**src/rtl/texture_block_fill.sv**
```systemverilog
// Cache-fill sequencer for RGB565 texture blocks: one 16-beat SDRAM burst in,
// sixteen RGBA5652 texel writes out to the texture cache line write port.
module texture_block_fill #(
  parameter int unsigned ADDR_W = 24,
  parameter int unsigned LINE_W = 6
) (
  input  logic              clk,
  input  logic              rst_n,
  input  logic              req_valid,
  output logic              req_ready,
  input  logic [ADDR_W-1:0] req_addr,
  input  logic [LINE_W-1:0] req_line,
  input  logic              flush,
  output logic              mem_req,
  output logic [ADDR_W-1:0] mem_addr,
  output logic [4:0]        mem_len,
  input  logic              mem_ack,
  input  logic              mem_rvalid,
  input  logic [15:0]       mem_rdata,
  output logic              wr_valid,
  input  logic              wr_ready,
  output logic [LINE_W-1:0] wr_line,
  output logic [3:0]        wr_texel,
  output logic [17:0]       wr_data,
  output logic              busy,
  output logic              done,
  output logic              aborted
);

  localparam int unsigned BEAT_W  = 16;
  localparam int unsigned BEATS   = 16;
  localparam int unsigned BLOCK_W = BEAT_W * BEATS;

  typedef enum logic [2:0] {IDLE, REQ, RECV, WRITE, FIN} state_t;

  state_t              state_q, state_d;
  logic [ADDR_W-1:0]   addr_q, addr_d;
  logic [LINE_W-1:0]   line_q, line_d;
  logic [3:0]          beat_q, beat_d;
  logic [3:0]          texel_q, texel_d;
  logic                flush_pend_q, flush_pend_d;
  logic                abort_q, abort_d;
  logic [BLOCK_W-1:0]  block_q;
  logic [BEAT_W-1:0]   pix;
  logic                beat_take;

  assign beat_take = (state_q == RECV) && mem_rvalid;

  // Next-state and latched-context logic
  always_comb begin
    state_d      = state_q;
    addr_d       = addr_q;
    line_d       = line_q;
    beat_d       = beat_q;
    texel_d      = texel_q;
    flush_pend_d = flush_pend_q;
    abort_d      = abort_q;
    case (state_q)
      IDLE: begin
        if (req_valid) begin
          addr_d       = req_addr;
          line_d       = req_line;
          beat_d       = 4'd0;
          texel_d      = 4'd0;
          flush_pend_d = 1'b0;
          abort_d      = 1'b0;
          state_d      = REQ;
        end
      end
      REQ: begin
        if (flush)   flush_pend_d = 1'b1;
        if (mem_ack) state_d      = RECV;
      end
      RECV: begin
        // The arbiter cannot cancel a burst, so a flush only takes effect after the last beat
        if (flush) flush_pend_d = 1'b1;
        if (mem_rvalid) begin
          beat_d = beat_q + 4'd1;
          if (beat_q == 4'd15) begin
            if (flush_pend_q || flush) begin
              abort_d = 1'b1;
              state_d = FIN;
            end else begin
              state_d = WRITE;
            end
          end
        end
      end
      WRITE: begin
        if (wr_ready) texel_d = texel_q + 4'd1;
        if (flush) begin
          abort_d = 1'b1;
          state_d = FIN;
        end else if (wr_ready && texel_q == 4'd15) begin
          state_d = FIN;
        end
      end
      FIN:     state_d = IDLE;
      default: state_d = IDLE;
    endcase
  end

  always_ff @(posedge clk or negedge rst_n) begin
    if (!rst_n) begin
      state_q      <= IDLE;
      addr_q       <= '0;
      line_q       <= '0;
      beat_q       <= 4'd0;
      texel_q      <= 4'd0;
      flush_pend_q <= 1'b0;
      abort_q      <= 1'b0;
    end else begin
      state_q      <= state_d;
      addr_q       <= addr_d;
      line_q       <= line_d;
      beat_q       <= beat_d;
      texel_q      <= texel_d;
      flush_pend_q <= flush_pend_d;
      abort_q      <= abort_d;
    end
  end

  // Block buffer holds no meaningful value until written, so it carries no reset
  always_ff @(posedge clk) begin
    if (beat_take) block_q[{beat_q, 4'd0} +: BEAT_W] <= mem_rdata;
  end

  assign pix = block_q[{texel_q, 4'd0} +: BEAT_W];

  // Outputs decoded from registered state; wr_data is zero outside WRITE
  assign req_ready = (state_q == IDLE);
  assign mem_req   = (state_q == REQ);
  assign mem_addr  = addr_q;
  assign mem_len   = 5'd16;
  assign wr_valid  = (state_q == WRITE);
  assign wr_line   = line_q;
  assign wr_texel  = texel_q;
  assign wr_data   = (state_q == WRITE) ? {pix[15:11], pix[10:5], pix[4:0], 2'b11} : 18'd0;
  assign busy      = (state_q != IDLE);
  assign done      = (state_q == FIN);
  assign aborted   = (state_q == FIN) && abort_q;

endmodule

```
**config.mk**
```make
export PLATFORM = sky130hd
export DESIGN_NAME = texture_block_fill
export DESIGN_NICKNAME = d
export VERILOG_FILES = /design/src/rtl/texture_block_fill.sv
export SDC_FILE = /design/constraint.sdc
export NUM_CORES = 1
export LEC_CHECK = 0
export ABC_CLOCK_PERIOD_IN_PS = 4019
export CORE_MARGIN = 8
export CORE_UTILIZATION = 35
export CTS_BUF_LIST = sky130_fd_sc_hd__clkbuf_8
export DETAILED_ROUTE_END_ITERATION = 8
export GPL_TIMING_DRIVEN = 0
export SKIP_CTS_REPAIR_TIMING = 1
export SYNTH_ARGS = -nofsm -noshare
export SYNTH_HDL_FRONTEND = slang
export SYNTH_SLANG_ARGS = --single-unit
export TNS_END_PERCENT = 1
```
**constraint.sdc**
```tcl
create_clock -name clk -period 4.02 [get_ports clk]
set_input_delay 0.804 -clock clk [delete_from_list [all_inputs] [get_ports clk]]
set_output_delay 0.804 -clock clk [all_outputs]
set_load 0.02 [all_outputs]
```
==> results of run 1 <==
## per-stage QoR
stage / TNS (ns) / std cells / total power (W)
2_1_floorplan: 0 / 965 / 0.00598
3_3_place_gp: -19.60 / 1593 / 0.00735
3_5_place_dp: 0 / 1609 / 0.00739
4_1_cts: -6.85 / 1692 / 0.00978
5_1_grt: -2.46 / 1693 / 0.0102
6_report: -1.34 / 1693 / 0.00975
## registers in the layout, indices dropped and copies added (netlist names)
name / cells
abort_q: 1
mem_addr: 24
flush_pend_q: 1
wr_line: 6
wr_texel: 4
state_q: 3
block_q: 256
beat_q: 4
## layer usage
layer  vias to the layer above  routed length (um)  global-route usage [%]
met4                         4                1830                    8.38
met3                       111                4020                    5.59
met2                       481               18600                    28.5
li1                       3848                   -                       -
met5                         -                  27                       0
met1                      4527               17100                    23.8
## final cells by class
cell class	instances	area [um2]
clock inverter	33	140
clock buffer	50	688
timing repair buffer	129	1390
inverter	39	146
fill	3569	21900
multi-input combinational	559	4370
sequential	299	8760
tap	518	648
buffer	66	375
## worst max path at each step
stage,from,end,slack (ns)
after floorplan,beat_q[0],block_q[128],0.87
after global placement,mem_rvalid,block_q[131],-0.96
after detailed placement,state_q[2],wr_data[10],0.15
after CTS,state_q[2],wr_data[12],-0.52
after global routing,state_q[2],wr_data[13],-0.27
final,state_q[2],wr_data[15],-0.19
## logic make-up after synthesis
| group | synth area share, % |
|---|---|
| AOI/OAI and AO/OA | 3.72 |
| muxes | 13.5 |
| and+or+nand+nor | 13.5 |
| other | 0.0554 |
| xor gates and xnor gates | 0.323 |
| DFF | 64.7 |
| buffers and inverters | 3.79 |
| adders and majority gates | 0.462 |
## cells in the final DEF (no fill, tap or decap), types with 6 or more instances in the layout
| master | synthesis | layout |
|---|---|---|
| o21ai_0 | 10 | 10 |
| a21oi_1 | 6 | 6 |
| clkbuf_8 | 0 | 50 |
| nor3_2 | 5 | 6 |
| clkbuf_1 | 18 | 14 |
| clkbuf_2 | 0 | 6 |
| nand2_1 | 60 | 60 |
| inv_1 | 32 | 44 |
| o22ai_1 | 15 | 8 |
| buf_4 | 15 | 19 |
| a221o_1 | 16 | 16 |
| buf_8 | 0 | 10 |
| clkdlybuf4s50_1 | 0 | 106 |
| clkinv_1 | 6 | 22 |
| buf_6 | 4 | 7 |
| o22ai_2 | 0 | 7 |
| dfrtp_1 | 43 | 43 |
| nor3_1 | 7 | 6 |
| mux4_2 | 63 | 63 |
| nor2_1 | 178 | 165 |
| buf_2 | 21 | 22 |
| edfxtp_1 | 256 | 256 |
| and2_1 | 98 | 98 |
| nor2_2 | 1 | 14 |
| mux2_2 | 28 | 28 |
## worst reg2reg max path, stage by stage (launching register included)
cell and delay (ns):
dfrtp_1 0.41, buf_6 0.16, inv_1 0.10, ha_1 0.20, buf_2 0.18, nor2_1 0.19
a2bb2oi_1 0.18, nor2_1 0.37, clkbuf_1 0.53, and2_1 0.99
## power groups by stage
stage          clock (W)  combinational, W  sequential [W]
4_1_cts          0.00243           0.00362         0.00373
2_1_floorplan          0           0.00201         0.00397
6_report         0.00238           0.00363         0.00374
3_5_place_dp           0           0.00360         0.00379
3_3_place_gp           0           0.00357         0.00378
5_1_grt          0.00255           0.00386         0.00377
==> impl_metrics.yaml, run 1 <==
sta:
  final_hold_viol_count: 0
  slew-limit-headroom_pct: 22.9
  fin_worst_skew_ns: 0.0254
  rsz0062_at_grt: "true"
  fin_ws_ns: -0.194
  holdWs_ns: 0.107
  min_period_ns: 4.21
  tightest_slew_ns: 1.16
  finalSetupViolCount: 11
  clock.fmax_ghz: 0.237
  slew_violations: 0
  finalCritPeriodShare_pct: 105
worst_setup_path:
  crit_chain: "buf_2 > nand3b_4 > or3_1 > clkbuf_1 > buf_4 > o22ai_1 > a221o_1 > clkdlybuf4s50_1"
  critPathMaxFanout: 10
  cp_top_family: "buffers and inverters"
  cp_num_buf_inv: 4
  cpPeakStageDelay_ns: 0.61
  end_kind: "output pin"
  crit_required_ns: 3.22
  slowest_stage: "clkdlybuf4s50_1"
  critical_path_depth: 8
  r2r_slack_ns: 0.31
  start_kind: "flop"
  path_class: "flop to output pin"
  crit_arrival_ns: 3.41
  reg2reg_depth: 9
  r2r-start: "beat_q[0]"
  reg2reg_to: "block_q[99]"
synthesis:
  synth.most_common_cell: "edfxtp_1"
  ys_ff_latch: 299
  syn_inst: 962
  syn_area_mm2: 0.0136
  yosys_warnings: 0
  synth_edf_count: 256
  async_reset_ff_share_pct: 14.4
  yosysTopAreaCellShare_pct: 56.7
  synth_top_area_cell: "edfxtp_1"
  ys_top_cells_by_area: "edfxtp_1, mux4_2, dfrtp_1"
  seq_area_frac_synth_pct: 64.7
  ys_types: 58
  synthTopCellsByCount: "edfxtp_1, nor2_1, and2_1"
  synthFlopType: "edfxtp_1"
  avgSynthCellArea_um2: 14.1
clock_network:
  cts.sinks: 299
  clock_latency_ns: 0.59
  cts_tree: "yes"
  cts-root-buf: "clkbuf_8"
  cts_buffer_depth: 3
  htreeDepth: 2
  clk_pin_slew_worst_paths_ns: 0.06
  cts_buffers: 49
floorplan:
  rows: 72
  core_area_mm2: 0.0385
  die_w_um: 213
  initial_utilization_pct: 35.2
  io_pins: 116
  die_area_mm2: 0.0453
  fp.dieH_um: 213
global_routing:
  gr-usage-all-layers_pct: 18.5
  grt_pass1_wl_um: 60900
  antenna_found_initial: 2
  grt_max_degree: 31
  grt_pass1_vias: 9387
  grt_overflow: 0
place:
  dp_slack_ns: 0.152
  hpwl_um: 29400
  gp_congestion: 0.847
  place_area_mm2: 0.0156
  port_buffers: 110
cells_and_area:
  fin_area_mm2: 0.0165
  final_core_util_pct: 42.9
  nNetsFinal: 1201
  diodes: 0
  drive_above_1_share_pct: 21.6
  syn2layout_area_growth_pct: 21.9
pwr:
  swShare_pct: 35.9
  power.internal_w: 0.00626
  power.density_mw_per_mm2: 591
  switchingPower_w: 0.00350
  clkPwrFrac_pct: 24.4
  comb_power_share_pct: 37.3
  irDropWorstVdd_uv: 449
  seq_power_share_pct: 38.3
  p_leak_nw: 5.37
route:
  first_pass_iters: 6
  drt_iter0_drc: 771
  drc: 0
  vias: 8971
  ant_nets: 0
  vias_per_cell: 5.30
  routed_wl_um: 41500
  avgRoutedWirePerCell_um: 24.5
outcome:
  outcome: "complete, but fails checks"
  violations: "negative setup slack"
run:
  cap_violations: 0
min_path:
  min_path_type: "primary input to async pin"
No activity file was read; power rests on OpenSTA's default activity.
==> inputs of run 2 (changes only) <==
--- a/config.mk
+++ b/config.mk
@@ -11,6 +11,7 @@
 export CTS_BUF_LIST = sky130_fd_sc_hd__clkbuf_8
 export DETAILED_ROUTE_END_ITERATION = 8
 export GPL_TIMING_DRIVEN = 0
+export SETUP_SLACK_MARGIN = 0.3
 export SKIP_CTS_REPAIR_TIMING = 1
 export SYNTH_ARGS = -nofsm -noshare
 export SYNTH_HDL_FRONTEND = slang
==> impl_metrics.yaml, run 2 (synthesis results as in run 1) <==
outcome:
  outcome: "complete, no violations"
clock_network:
  cts_tree: "yes"
  clk_pin_slew_worst_paths_ns: 0.06
  cts_buffers: 49
  clock_latency_ns: 0.60
  htreeDepth: 2
  cts-root-buf: "clkbuf_8"
  cts_buffer_depth: 3
  cts.sinks: 299
worst_setup_path:
  critical_path_depth: 5
  path_class: "flop to output pin"
  cp_num_buf_inv: 3
  cpMostUsedCell: "clkbuf_4"
  start_kind: "flop"
  r2r-start: "beat_q[0]"
  reg2reg_depth: 9
  crit_chain: "clkbuf_4 > clkbuf_4 > mux4_2 > a221o_1 > clkdlybuf4s50_1"
  r2r_slack_ns: 0.30
  reg2reg_to: "block_q[99]"
  critPathMaxFanout: 10
  crit_required_ns: 3.22
  crit_arrival_ns: 3.11
  cpPeakStageDelay_ns: 0.56
  cp_top_family: "buffers and inverters"
  end_kind: "output pin"
  slowest_stage: "dfrtp_1"
route:
  ant_nets: 0
  vias_per_cell: 5.29
  avgRoutedWirePerCell_um: 24.6
  first_pass_iters: 5
  vias: 8969
  drt_iter0_drc: 795
  drc: 0
  routed_wl_um: 41600
sta:
  slew-limit-headroom_pct: 23.7
  min_period_ns: 3.92
  holdWs_ns: 0.105
  finalCritPeriodShare_pct: 97.5
  final_hold_viol_count: 0
  slew_violations: 0
  tns_ns: 0
  fin_worst_skew_ns: 0.0302
  tightest_slew_ns: 1.15
  finalSetupViolCount: 0
  clock.fmax_ghz: 0.255
  rsz0062_at_grt: "true"
floorplan:
  die_area_mm2: 0.0453
  io_pins: 116
  die_w_um: 213
  rows: 72
  initial_utilization_pct: 35.2
  core_area_mm2: 0.0385
  fp.dieH_um: 213
pwr:
  clkPwrFrac_pct: 24.4
  swShare_pct: 35.9
  power.density_mw_per_mm2: 590
  comb_power_share_pct: 37.5
  total_power_w: 0.00979
  irDropWorstVdd_uv: 449
  seq_power_share_pct: 38.1
  switchingPower_w: 0.00352
  p_leak_nw: 5.57
  power.internal_w: 0.00628
global_routing:
  grt_overflow: 0
  gr-usage-all-layers_pct: 18.5
  grt_pass1_vias: 9387
  grt_max_degree: 31
  grt_pass1_wl_um: 60900
  antenna_found_initial: 2
cells_and_area:
  diodes: 0
  final_cell_mix: "edfxtp_1, nor2_1, and2_1"
  final_cells: 1695
  final_common_cell: "edfxtp_1"
  syn2layout_area_growth_pct: 22.5
  nNetsFinal: 1203
  top_register: "block_q"
  drive_above_1_share_pct: 22.2
  largest_register_ffs: 256
  fill_cells: 3572
  final_core_util_pct: 43.2
place:
  gp_congestion: 0.847
  hpwl_um: 29400
  dp_cells: 1609
  port_buffers: 110
min_path:
  min_path_type: "primary input to async pin"
run:
  cap_violations: 0
-- run 2: changes by cell type in the layout (fill, tap and decap cells not counted), sizes merged --
cell / delta
clkdlybuf4s50: -10
dlymetal6s2s: +10
clkbuf: +6
buf: -4
-- run 2: cell type report --
cell class | instances | area (um2) | area share (%)
Inverter | 39 | 146 | 0.882
Clock buffer | 50 | 688 | 4.15
Timing Repair Buffer | 129 | 1410 | 8.49
Clock inverter | 33 | 140 | 0.844
Sequential cell | 299 | 8760 | 52.8
Tap cell | 518 | 648 | 3.90
Buffer | 68 | 413 | 2.49
Multi-Input combinational cell | 559 | 4390 | 26.5
-- run 2: power by group through the flow --
stage	Clock (W)	Combinational, W	Sequential [W]
floorplan	0	0.00201	0.00397
global placement	0	0.00357	0.00378
CTS	0.00243	0.00362	0.00373
finish	0.00239	0.00368	0.00373
detailed placement	0	0.00360	0.00379
global route	0.00255	0.00390	0.00376
-- run 2: how the worst max path moves through the flow --
stage / startpoint / end / slack [ns]
CTS: state_q[2] / wr_data[12] / -0.52
detailed placement: state_q[2] / wr_data[10] / 0.15
global placement: mem_rvalid / block_q[131] / -0.96
finish: wr_texel[1] / wr_data[17] / 0.10
global route: wr_texel[0] / wr_data[4] / 0.0008
floorplan: beat_q[0] / block_q[128] / 0.87
-- run 2: metrics by stage --
step / setup slack [ns] / area [um2]
after global placement: -0.960 / 15300
after global routing: 0.000778 / 16600
final: 0.102 / 16600
after detailed placement: 0.152 / 15600
after CTS: -0.520 / 16400
after floorplan: 0.869 / 13600
-- run 2: metal layers --
metal,global-route usage [%],vias to the layer above,part of all wire [%]
li1,-,3850,-
met1,23.8,4518,42
met2,28.5,478,45
met3,5.59,119,9.2
met4,8.38,4,4.2
met5,0,-,0.065
-- run 2: worst register-to-register path, cell delays in order (launching register included) --
cell	delay [ns]
dfrtp_1	0.41
buf_6	0.16
inv_1	0.10
ha_1	0.20
buf_2	0.18
nor2_1	0.19
a2bb2oi_1	0.18
nor2_1	0.36
clkbuf_1	0.55
and2_1	0.99
==> inputs of run 3 (changes only) <==
--- a/config.mk
+++ b/config.mk
@@ -10,6 +10,7 @@
 export CORE_UTILIZATION = 35
 export CTS_BUF_LIST = sky130_fd_sc_hd__clkbuf_8
 export DETAILED_ROUTE_END_ITERATION = 8
+export DONT_BUFFER_PORTS = 1
 export GPL_TIMING_DRIVEN = 0
 export SETUP_SLACK_MARGIN = 0.3
 export SKIP_CTS_REPAIR_TIMING = 1
==> impl_metrics.yaml, run 3 (synthesis results as in run 1) <==
cells_and_area:
  largest_register_ffs: 256
  fill_cells: 3613
  final_core_util_pct: 40.4
  final_cell_mix: "edfxtp_1, nor2_1, and2_1"
  diodes: 0
  syn2layout_area_growth_pct: 14.6
  top_register: "block_q"
  drive_above_1_share_pct: 24.3
  final_common_cell: "edfxtp_1"
  nNetsFinal: 1093
floorplan:
  io_pins: 116
  initial_utilization_pct: 35.2
  die_area_mm2: 0.0453
  rows: 72
  die_w_um: 213
  fp.dieH_um: 213
  core_area_mm2: 0.0385
route:
  vias: 8520
  drc: 0
  drt_iter0_drc: 897
  vias_per_cell: 5.35
  first_pass_iters: 6
  ant_nets: 0
  routed_wl_um: 40500
  avgRoutedWirePerCell_um: 25.4
global_routing:
  grt_pass1_wl_um: 59100
  busiest_layer: "met2"
  antenna_found_initial: 2
  use_met2_pct: 28.7
  grt_overflow: 0
  grtUsageMet1_pct: 22.8
  use_met3_pct: 5.53
  grt_max_degree: 44
  grt_pass1_vias: 8996
  gr-usage-all-layers_pct: 17.9
sta:
  fin_worst_skew_ns: 0.0208
  tightest_slew_ns: 1.04
  slew_violations: 0
  fin_ws_ns: 0.259
  finalCritPeriodShare_pct: 93.5
  rsz0062_at_grt: "true"
  tns_ns: 0
  finalSetupViolCount: 0
  clock.fmax_ghz: 0.266
  min_period_ns: 3.76
  slew-limit-headroom_pct: 30.7
  final_hold_viol_count: 0
  holdWs_ns: 0.0651
pwr:
  total_power_w: 0.00950
  power.internal_w: 0.00610
  p_leak_nw: 4.97
  seq_power_share_pct: 41.9
  swShare_pct: 35.8
  switchingPower_w: 0.00340
  power.density_mw_per_mm2: 612
  irDropWorstVdd_uv: 374
  clkPwrFrac_pct: 28.1
  comb_power_share_pct: 30.0
clock_network:
  clk_pin_slew_worst_paths_ns: 0.06
  cts_buffer_depth: 3
  cts_tree: "yes"
  cts_buffers: 50
  htreeDepth: 2
  cts.sinks: 299
  cts-root-buf: "clkbuf_8"
  clock_latency_ns: 0.59
worst_setup_path:
  end_kind: "output pin"
  slowest_stage: "dfrtp_1"
  critPathMaxFanout: 10
  cpMostUsedCell: "clkbuf_2"
  start_kind: "flop"
  path_class: "flop to output pin"
  cpPeakStageDelay_ns: 0.47
  crit_chain: "clkbuf_2 > or3_1 > clkbuf_2 > buf_2 > o22ai_1 > a221o_1"
  crit_required_ns: 3.22
  crit_arrival_ns: 2.96
min_path:
  min_path_type: "primary input to async pin"
place:
  port_buffers: 0
  dp_slack_ns: 0.465
  gp_congestion: 0.855
  hpwl_um: 28600
run:
  cap_violations: 0
outcome:
  outcome: "complete, no violations"
==> run 3: final cells by class <==
class                   instances  area, um2  share of cell area, %
repair buffers                 18        269                   1.73
clock buffers                  53        729                   4.70
multi-input cells             559       4350                   28.0
plain buffers                  68        388                   2.50
well taps                     518        648                   4.18
inverters                      39        146                  0.943
clock inverters                38        233                   1.50
flip-flops and latches        299       8760                   56.5
==> run 3: final timing paths <==
kind | start | endpoint | slack, ns | cells after the start
max | wr_texel[2] | wr_data[15] | 0.26 | 6
min | rst_n | mem_addr[10] | 0.07 | 1
max reg2reg | beat_q[0] | block_q[105] | 0.35 | 9
min reg2reg | abort_q | abort_q | 0.56 | 2
max in group asynchronous | rst_n | wr_texel[0] | 3.75 | 1
min in group clk | req_addr[14] | mem_addr[14] | 0.36 | 1
==> run 3: critical path, delay by kind of cell, from the launching register on <==
kind | cells | cell delay (ns)
simple gates | 1 | 0.40
flops | 1 | 0.47
buf+inv | 3 | 0.79
compound gates | 2 | 0.71
==> run 3: metal layers <==
metal	routed length, um	vias up
met4	1340	0
met2	18400	549
li1	-	3632
met3	4830	103
met5	0	-
met1	15900	4236
==> run 3: power by group through the flow <==
| stage | Sequential (W) | Combinational, W | Clock [W] |
|---|---|---|---|
| floorplan | 0.00397 | 0.00201 | 0 |
| global placement | 0.00404 | 0.00276 | 0 |
| detailed placement | 0.00403 | 0.00282 | 0 |
| CTS | 0.00398 | 0.00281 | 0.00269 |
| global route | 0.00401 | 0.00304 | 0.00283 |
| finish | 0.00398 | 0.00285 | 0.00267 |
==> run 3: metrics by stage <==
step,instance area [um2],std cells
2_1_floorplan,13600,965
3_3_place_gp,14200,1483
3_5_place_dp,14500,1497
4_1_cts,15400,1588
5_1_grt,15500,1592
6_report,15500,1592
